===== src/rtl/p_encoder_scan_if.sv =====
// Handshake bundle for p_encoder_scan: vector input channel, index output channel, busy.
// The optional out_cnt signal exists only when P_ENC_COUNT_EN is defined.
interface p_encoder_scan_if #(
  parameter int BW = 8
);
  localparam int IW = $clog2(BW);
  localparam int CW = $clog2(BW + 1);

  logic          in_valid;
  logic          in_ready;
  logic [BW-1:0] in_a;
  logic          out_valid;
  logic          out_ready;
  logic [IW-1:0] out_idx;
  logic          out_last;
  logic          out_zero;
  logic          busy;
`ifdef P_ENC_COUNT_EN
  logic [CW-1:0] out_cnt;
`endif

  modport master (
    output in_valid, in_a, out_ready,
`ifdef P_ENC_COUNT_EN
    input  out_cnt,
`endif
    input  in_ready, out_valid, out_idx, out_last, out_zero, busy
  );

  modport slave (
    input  in_valid, in_a, out_ready,
`ifdef P_ENC_COUNT_EN
    output out_cnt,
`endif
    output in_ready, out_valid, out_idx, out_last, out_zero, busy
  );
endinterface


===== src/rtl/p_encoder_scan.sv =====
// Sequential priority encoder: emits the index of every set bit of an accepted vector,
// one beat per cycle. Optional popcount output under macro P_ENC_COUNT_EN.
//
// state | meaning
// IDLE  | no vector held, in_ready=1, out_valid=0
// SCAN  | vector held in pending_q, one beat presented per cycle
module p_encoder_scan #(
  parameter int BW        = 8,
  parameter int MSB_FIRST = 0
) (
  input  logic            clk,
  input  logic            rst_n,
  p_encoder_scan_if.slave bus
);
  localparam int IW = $clog2(BW);
  localparam int CW = $clog2(BW + 1);

  typedef enum logic {IDLE, SCAN} state_t;

  state_t        state_q;
  logic [BW-1:0] pending_q;
  logic          zero_q;
  logic          valid_q;
  logic          busy_q;

  logic [IW-1:0] pri_idx;
  logic [BW-1:0] clr_mask;
  logic          single;
  logic          last;
  logic          xfer;
  logic          accept;
  logic          ready;

  always_comb begin
    pri_idx = '0;
    if (MSB_FIRST != 0) begin
      for (int i = 0; i < BW; i++)
        if (pending_q[i]) pri_idx = IW'(i);
    end else begin
      for (int i = BW - 1; i >= 0; i--)
        if (pending_q[i]) pri_idx = IW'(i);
    end
    clr_mask = BW'(1) << pri_idx;
  end

  // at most one bit left means the current beat is the final one
  assign single = ((pending_q & (pending_q - BW'(1))) == '0);
  assign last   = valid_q & (zero_q | single);
  assign xfer   = valid_q & bus.out_ready;
  assign ready  = (state_q == IDLE) | (xfer & last);
  assign accept = bus.in_valid & ready;

`ifdef P_ENC_COUNT_EN
  logic [CW-1:0] cnt_q;
  logic [CW-1:0] cnt_in;

  always_comb begin
    cnt_in = '0;
    for (int i = 0; i < BW; i++) cnt_in = cnt_in + CW'(bus.in_a[i]);
  end

  assign bus.out_cnt = cnt_q;
`endif

  always_ff @(posedge clk) begin
    if (!rst_n) begin
      state_q   <= IDLE;
      pending_q <= '0;
      zero_q    <= 1'b0;
      valid_q   <= 1'b0;
      busy_q    <= 1'b0;
`ifdef P_ENC_COUNT_EN
      cnt_q     <= '0;
`endif
    end else if (accept) begin
      // covers both the IDLE load and the back-to-back reload on a final beat
      state_q   <= SCAN;
      pending_q <= bus.in_a;
      zero_q    <= (bus.in_a == '0);
      valid_q   <= 1'b1;
      busy_q    <= 1'b1;
`ifdef P_ENC_COUNT_EN
      cnt_q     <= cnt_in;
`endif
    end else begin
      case (state_q)
        IDLE: begin
          valid_q <= 1'b0;
          busy_q  <= 1'b0;
        end
        SCAN: begin
          if (xfer) begin
            if (last) begin
              state_q   <= IDLE;
              pending_q <= '0;
              zero_q    <= 1'b0;
              valid_q   <= 1'b0;
              busy_q    <= 1'b0;
`ifdef P_ENC_COUNT_EN
              cnt_q     <= '0;
`endif
            end else begin
              pending_q <= pending_q & ~clr_mask;
            end
          end
        end
        default: begin
          state_q <= IDLE;
          valid_q <= 1'b0;
          busy_q  <= 1'b0;
        end
      endcase
    end
  end

  assign bus.in_ready  = ready;
  assign bus.out_valid = valid_q;
  assign bus.out_idx   = pri_idx;
  assign bus.out_last  = last;
  assign bus.out_zero  = zero_q;
  assign bus.busy      = busy_q;
endmodule


===== src/flat_wrapper.sv =====
// flat-port wrapper written by rule: the top's interface ports become plain ports
module p_encoder_scan_flat 
#(
  parameter int BW        = 8,
  parameter int MSB_FIRST = 0
)
  (clk, rst_n, bus_in_valid, bus_in_a, bus_out_ready, bus_in_ready, bus_out_valid, bus_out_idx, bus_out_last, bus_out_zero, bus_busy);
  p_encoder_scan_if #(.BW(BW)) bus_i ();
  input  logic clk;
  input  logic rst_n;
  input wire logic [$bits(bus_i.in_valid)-1:0] bus_in_valid;
  input wire logic [$bits(bus_i.in_a)-1:0] bus_in_a;
  input wire logic [$bits(bus_i.out_ready)-1:0] bus_out_ready;
  output wire logic [$bits(bus_i.in_ready)-1:0] bus_in_ready;
  output wire logic [$bits(bus_i.out_valid)-1:0] bus_out_valid;
  output wire logic [$bits(bus_i.out_idx)-1:0] bus_out_idx;
  output wire logic [$bits(bus_i.out_last)-1:0] bus_out_last;
  output wire logic [$bits(bus_i.out_zero)-1:0] bus_out_zero;
  output wire logic [$bits(bus_i.busy)-1:0] bus_busy;
  assign bus_i.in_valid = bus_in_valid;
  assign bus_i.in_a = bus_in_a;
  assign bus_i.out_ready = bus_out_ready;
  assign bus_in_ready = bus_i.in_ready;
  assign bus_out_valid = bus_i.out_valid;
  assign bus_out_idx = bus_i.out_idx;
  assign bus_out_last = bus_i.out_last;
  assign bus_out_zero = bus_i.out_zero;
  assign bus_busy = bus_i.busy;
  p_encoder_scan #(.BW(BW), .MSB_FIRST(MSB_FIRST)) u_core (.clk(clk), .rst_n(rst_n), .bus(bus_i));
endmodule

===== config.mk =====
export PLATFORM = sky130hd
export DESIGN_NAME = p_encoder_scan_flat
export DESIGN_NICKNAME = d
export VERILOG_FILES = /design/src/rtl/p_encoder_scan_if.sv /design/src/rtl/p_encoder_scan.sv /design/src/flat_wrapper.sv
export SDC_FILE = /design/constraint.sdc
export NUM_CORES = 1
export LEC_CHECK = 0
export ABC_CLOCK_PERIOD_IN_PS = 4200
export BUFFER_PORTS_ARGS = -buffer_cell sky130_fd_sc_hd__buf_2
export CAP_MARGIN = 10
export CORE_UTILIZATION = 53
export DETAILED_ROUTE_END_ITERATION = 10
export GPL_ROUTABILITY_DRIVEN = 0
export HOLD_SLACK_MARGIN = 0.15
export PLACE_DENSITY = 0.88
export SYNTH_ARGS = -nofsm -noshare
export SYNTH_HDL_FRONTEND = slang
export SYNTH_SLANG_ARGS = --single-unit

===== constraint.sdc =====
create_clock -name clk -period 4.2 [get_ports clk]
set_input_delay 0.21 -clock clk [delete_from_list [all_inputs] [get_ports clk]]
set_output_delay 0.21 -clock clk [all_outputs]
set_load 0.005 [all_outputs]

==> results.cfg, run 1 <==
[status]
status = finished, final reports clean

[timing]
tns_ns = 0
setup_viol = 0
hold_violations = 0
worst_slack_ns = 2.09
tightestPinTransition_ns = 0.450
rsz0062_at_grt = no
slew_viol_final = 0
fin_skew_ns = 0.00791
slew_headroom_pct = 69.8
fin_crit_sh_pct = 50.3
period_minus_slack_ns = 2.11
fmax_mhz = 473

[critical_path]
worstSetupPathType = flop to output pin
crit_path_start = u_core.pending_q[1]
worst_r2r_endpoint = u_core.pending_q[2]
worstPathMaxFanout = 9
cp.required_ns = 3.99
reg2regPathDepth = 5
reg2reg_from = u_core.pending_q[1]
cp_data_arrival_time_ns = 1.90
rrSetupSlack_ns = 2.53
startpoint_type = flop
cp-end-kind = output pin

[finish]
ff_latch_area_sq_um = 220
syn_to_final_growth_pct = 16.7
fillers = 120
fin_area_sq_um = 856
insertedDiodeCount = 0
finalCoreUtilization_pct = 65.8
drive_gt1_share_pct = 31.2
fin_nets = 122
final_cell_mix = 19 x buf_2, 11 x nor2_1, 11 x dfxtp_1
final_common_cell = buf_2
multiInputGateArea_sq_um = 480

[clock_tree]
cts_resized = 0
cts_max_level = 1
clock-root-buffer = clkbuf_4
clk_latency_ns = 0.27
cts_hold_buf = 0
clk_pin_slew_ns = 0.07
clockBufferDepth = 2
numCtsBuffers = 3
post_cts_buffers = 0
cts_tree = built
cts_num_sinks = 11

[synthesis]
netlist.top_cell.by_area = dfxtp_1
synth_area_leaders = dfxtp_1 30%, a22o_1 9.6%, nor2_1 5.6%
ys_seq_area_share_pct = 30.0
yosysUniqueCellTypes = 35
synth-warning-count = 0
syn_inst = 89
synth_nets = 101
ys_seq_elements = 11
synth_top_area_share_pct = 30.0
avgSynthCellArea_sq_um = 8.24
syn-cell-area_sq_um = 733

[flow_run]
maxCapViolCount = 0

[power_and_ir_drop]
p_switching_mw = 0.0980
swShare_pct = 34.2
power.density_mw_per_mm2 = 335
p_leak_nw = 0.347
vdd_drop_max_mv = 0.243
seq_power_share_pct = 43.8
power_mw = 0.287
comb_power_share_pct = 30.5
internal_power_mw = 0.189
pwr-share-clk_pct = 25.7

[route]
vias = 782
drtPass1Iterations = 4
routed_wl_um = 1920
ant_nets = 0
routed_via_density = 6.31
drt_iter0_drc = 27
wl_per_cell_um = 15.5
drc = 0

[die]
die_width_um = 39.2
dieArea_sq_mm = 0.00154
pin_count = 20
start_util_pct = 56.3
num_rows = 13
coreArea_sq_mm = 0.00130
die_h_um = 39.2

[global_routing]
grt_max_degree = 11
track_usage_pct = 30.5
antenna_found_initial = 0
grt_pass1_vias = 707
grt_overflow_total = 0
grt_pass1_wl_um = 3110

[placement]
placed_area_sq_um = 830
pre_cts_ws_ns = 2.49
hpwl_um = 1390
io_buffers = 19

[hold_path]
hold_start = bus_in_a[0]
hold_end = u_core.pending_q[0]
min_path_type = input port to flop
hold-path-cell-count = 2
power by group through the flow:
stage | combinational (mW) | clock [mW] | sequential [mW]
6_report | 0.0874 | 0.0736 | 0.126
5_1_grt | 0.0975 | 0.0790 | 0.127
4_1_cts | 0.0867 | 0.0727 | 0.126
3_5_place_dp | 0.0853 | 0 | 0.128
3_3_place_gp | 0.0826 | 0 | 0.127
2_1_floorplan | 0.0636 | 0 | 0.122
metrics by stage:
| stage | instances | hold slack, ns |
|---|---|---|
| after floorplan | 89 | 0.335 |
| after global placement | 120 | 0.438 |
| after detailed placement | 120 | 0.436 |
| after CTS | 124 | 0.165 |
| after global routing | 124 | 0.170 |
| final | 124 | 0.161 |
sequential cells by signal (all words and copies together), names as in the netlist:
signal / flops
u_core.bus.out_zero: 1
u_core.pending_q: 8
u_core.bus.out_valid: 1
u_core.state_q: 1
critical path, cell delays in order, from the launching register on:
cell and delay [ns]:
dfxtp_1 0.40, a2111oi_0 0.49, nor2_1 0.14, o2bb2a_1 0.25
nor2_1 0.05, nor2_1 0.16, buf_2 0.14
worst max path at each step:
stage,endpoint,slack (ns),cells after the start
floorplan,u_core.bus.out_valid,2.72,6
global placement,bus_out_last,2.59,6
detailed placement,bus_out_last,2.49,6
CTS,bus_out_last,2.13,6
global route,bus_out_last,2.03,6
finish,bus_out_last,2.09,6
synth_stat cells:
master,n
a22o_1,8
nor3_1,1
nand2_2,1
buf_4,1
buf_2,2
nand2b_1,1
o31a_2,1
and2_1,1
nor4_2,1
or3_1,2
nor3_2,1
a21oi_1,3
o21bai_1,1
o2111a_2,1
nor2_1,11
a21bo_2,1
o21ai_1,1
o21ai_0,7
a21boi_2,1
a21boi_0,1
a2bb2oi_2,1
a221o_1,1
o2bb2a_1,1
or4_1,2
nor2_2,2
dfxtp_1,11
a2111oi_0,3
nand2_1,9
a21o_1,1
o211ai_1,1
nor3_4,1
inv_1,4
nand3_1,3
a211oi_4,1
a211oi_1,1
kinds of logic after synthesis:
kind of cell,after synthesis,synth area share [%]
AOI/OAI and AO/OA,35,39.2
buffers and inverters,7,4.44
DFF,11,30.0
and+or+nand+nor,36,26.3
metal layers:
metal	vias up	global-route usage [%]	wire length, um
met2	40	46.3	891
met1	358	38.6	785
met4	0	16.4	78
met5	-	0	0
met3	8	8.09	164
li1	376	-	-
cell type report:
cell class	instances	area share, %
sequential	11	25.7
inverter	4	1.75
timing repair buffer	19	11.1
tap	15	2.19
clock buffer	4	3.07
multi-input combinational	71	56.1
(Power assumes the default switching activity.)
==> inputs of run 2 (changes only) <==
- ABC_CLOCK_PERIOD_IN_PS: 4200 -> 2200
- CORE_UTILIZATION: 53 -> 50
- PLACE_DENSITY: 0.88 -> 0.84
- clock period: 4.2 -> 2.2 ns (I/O delays scaled with it)
==> run 2 against run 1 <==
Compared with the run above:
- utilization grew 5.2 points
- routed wire length increased by 9.9%
- first-iteration DRC count rose by 19%
- final cell count is 7.3% higher
- global-route usage up 1.6 points
- die area grew 5.7%
- largest cell class unchanged
- register-to-register slack worse by 2.4 ns
- critical path depth fell by 1
- combinational power is 100% higher
- clock skew is 0.0074 ns lower
==> results.cfg, run 2 (same netlist as run 1, synthesis figures left out) <==
[power_and_ir_drop]
seq_power_share_pct = 42.6
vdd_drop_max_mv = 0.402
power.density_mw_per_mm2 = 599
comb_power_share_pct = 31.7
p_switching_mw = 0.195
swShare_pct = 34.5
p_leak_nw = 0.386
pwr-share-clk_pct = 25.7
internal_power_mw = 0.371

[placement]
io_buffers = 19
hpwl_um = 1440
placed_cells = 120

[hold_path]
hold_start = bus_in_a[6]
hold_end = u_core.pending_q[6]
min_path_type = input port to flop
hold-path-cell-count = 4

[finish]
drive_gt1_share_pct = 28.8
largest_register_ffs = 8
syn_to_final_growth_pct = 29.0
insertedDiodeCount = 0
final_common_cell = buf_2
stdcell_count = 133
fin_nets = 131
final_cell_mix = 19 x buf_2, 11 x nor2_1, 11 x dfxtp_1
top_register = u_core.pending_q

[clock_tree]
cts_hold_buf = 9
cts_num_sinks = 11
cts_max_level = 1
clock-root-buffer = clkbuf_4
clk_latency_ns = 0.28
post_cts_buffers = 0
clockBufferDepth = 2
clk_pin_slew_ns = 0.07
cts_tree = built
numCtsBuffers = 3
cts_resized = 0

[critical_path]
worstSetupPathType = flop to flop
worst_r2r_endpoint = u_core.state_q
rrSetupSlack_ns = 0.17
reg2reg_from = u_core.pending_q[4]
worstPathMaxFanout = 7
cp-end-kind = flop
startpoint_type = flop
cp_data_arrival_time_ns = 2.26
reg2regPathDepth = 5
cp.required_ns = 2.42

[die]
pin_count = 20
coreArea_sq_mm = 0.00133
num_rows = 13
die_h_um = 40.3
dieArea_sq_mm = 0.00162
start_util_pct = 55.0
die_width_um = 40.3

[route]
routed_wl_um = 2110
drc = 0
drtPass1Iterations = 4
ant_nets = 0
drt_iter0_drc = 32
vias = 838
routed_via_density = 6.30
wl_per_cell_um = 15.9

[timing]
tightestPinTransition_ns = 0.427
setup_viol = 0
slew_headroom_pct = 71.3
slew_viol_final = 0
fin_crit_sh_pct = 92.4
fmax_mhz = 492
fin_skew_ns = 0.000492
rsz0062_at_grt = no
hold_violations = 0
tns_ns = 0
period_minus_slack_ns = 2.03

[flow_run]
maxCapViolCount = 0

[global_routing]
grt_overflow_total = 0
grt_pass1_wl_um = 3360
grt_pass1_vias = 774
antenna_found_initial = 0
grt_max_degree = 11
track_usage_pct = 32.0

[status]
status = finished, final reports clean
-- run 2: worst max-delay path by stage --
stage / from / endpoint / slack [ns]
after floorplan: u_core.pending_q[0] / u_core.bus.out_valid / 0.72
after global placement: u_core.pending_q[5] / u_core.pending_q[4] / 0.58
after detailed placement: u_core.pending_q[5] / u_core.pending_q[4] / 0.56
after CTS: u_core.pending_q[0] / u_core.state_q / 0.24
after global routing: u_core.bus.out_zero / u_core.state_q / 0.12
final: u_core.pending_q[4] / u_core.state_q / 0.17
-- run 2: area by class of cell --
| class | count | area [sq um] |
|---|---|---|
| timing repair buffer | 28 | 185 |
| sequential | 11 | 220 |
| multi-input combinational | 71 | 480 |
| inverter | 4 | 15.0 |
| tap | 15 | 18.8 |
| fill | 111 | 388 |
| clock buffer | 4 | 26.3 |
-- run 2: power by group through the flow --
stage	Sequential (mW)	Combinational, mW	Clock, mW
final	0.242	0.179	0.146
after global routing	0.244	0.198	0.155
after CTS	0.240	0.176	0.141
after detailed placement	0.245	0.162	0
after global placement	0.243	0.157	0
after floorplan	0.233	0.121	0
-- run 2: metrics by stage --
step | worst slack [ns] | util, % | hold slack, ns | power, mW | area [sq um]
floorplan | 0.715 | - | 0.235 | 0.354 | 733
global placement | 0.584 | 62.2 | 0.338 | 0.401 | 830
detailed placement | 0.555 | 62.2 | 0.346 | 0.407 | 830
CTS | 0.235 | 70.9 | 0.244 | 0.558 | 946
global route | 0.119 | 70.9 | 0.261 | 0.597 | 946
finish | 0.167 | 70.9 | 0.247 | 0.567 | 946
-- run 2: critical path, cell delays in order, from the launching register on --
cell	delay, ns
dfxtp_1	0.48
nor2_2	0.11
o2111a_2	0.32
a211oi_4	0.31
o31a_2	0.20
dlygate4sd3_1	0.55
-- run 2: layer usage --
metal,up-vias,GRT usage [%],wire [um]
met2,34,51.2,1060
met1,406,39.2,896
met4,0,17.5,36
met5,-,0,0
li1,393,-,-
met3,5,7.78,116
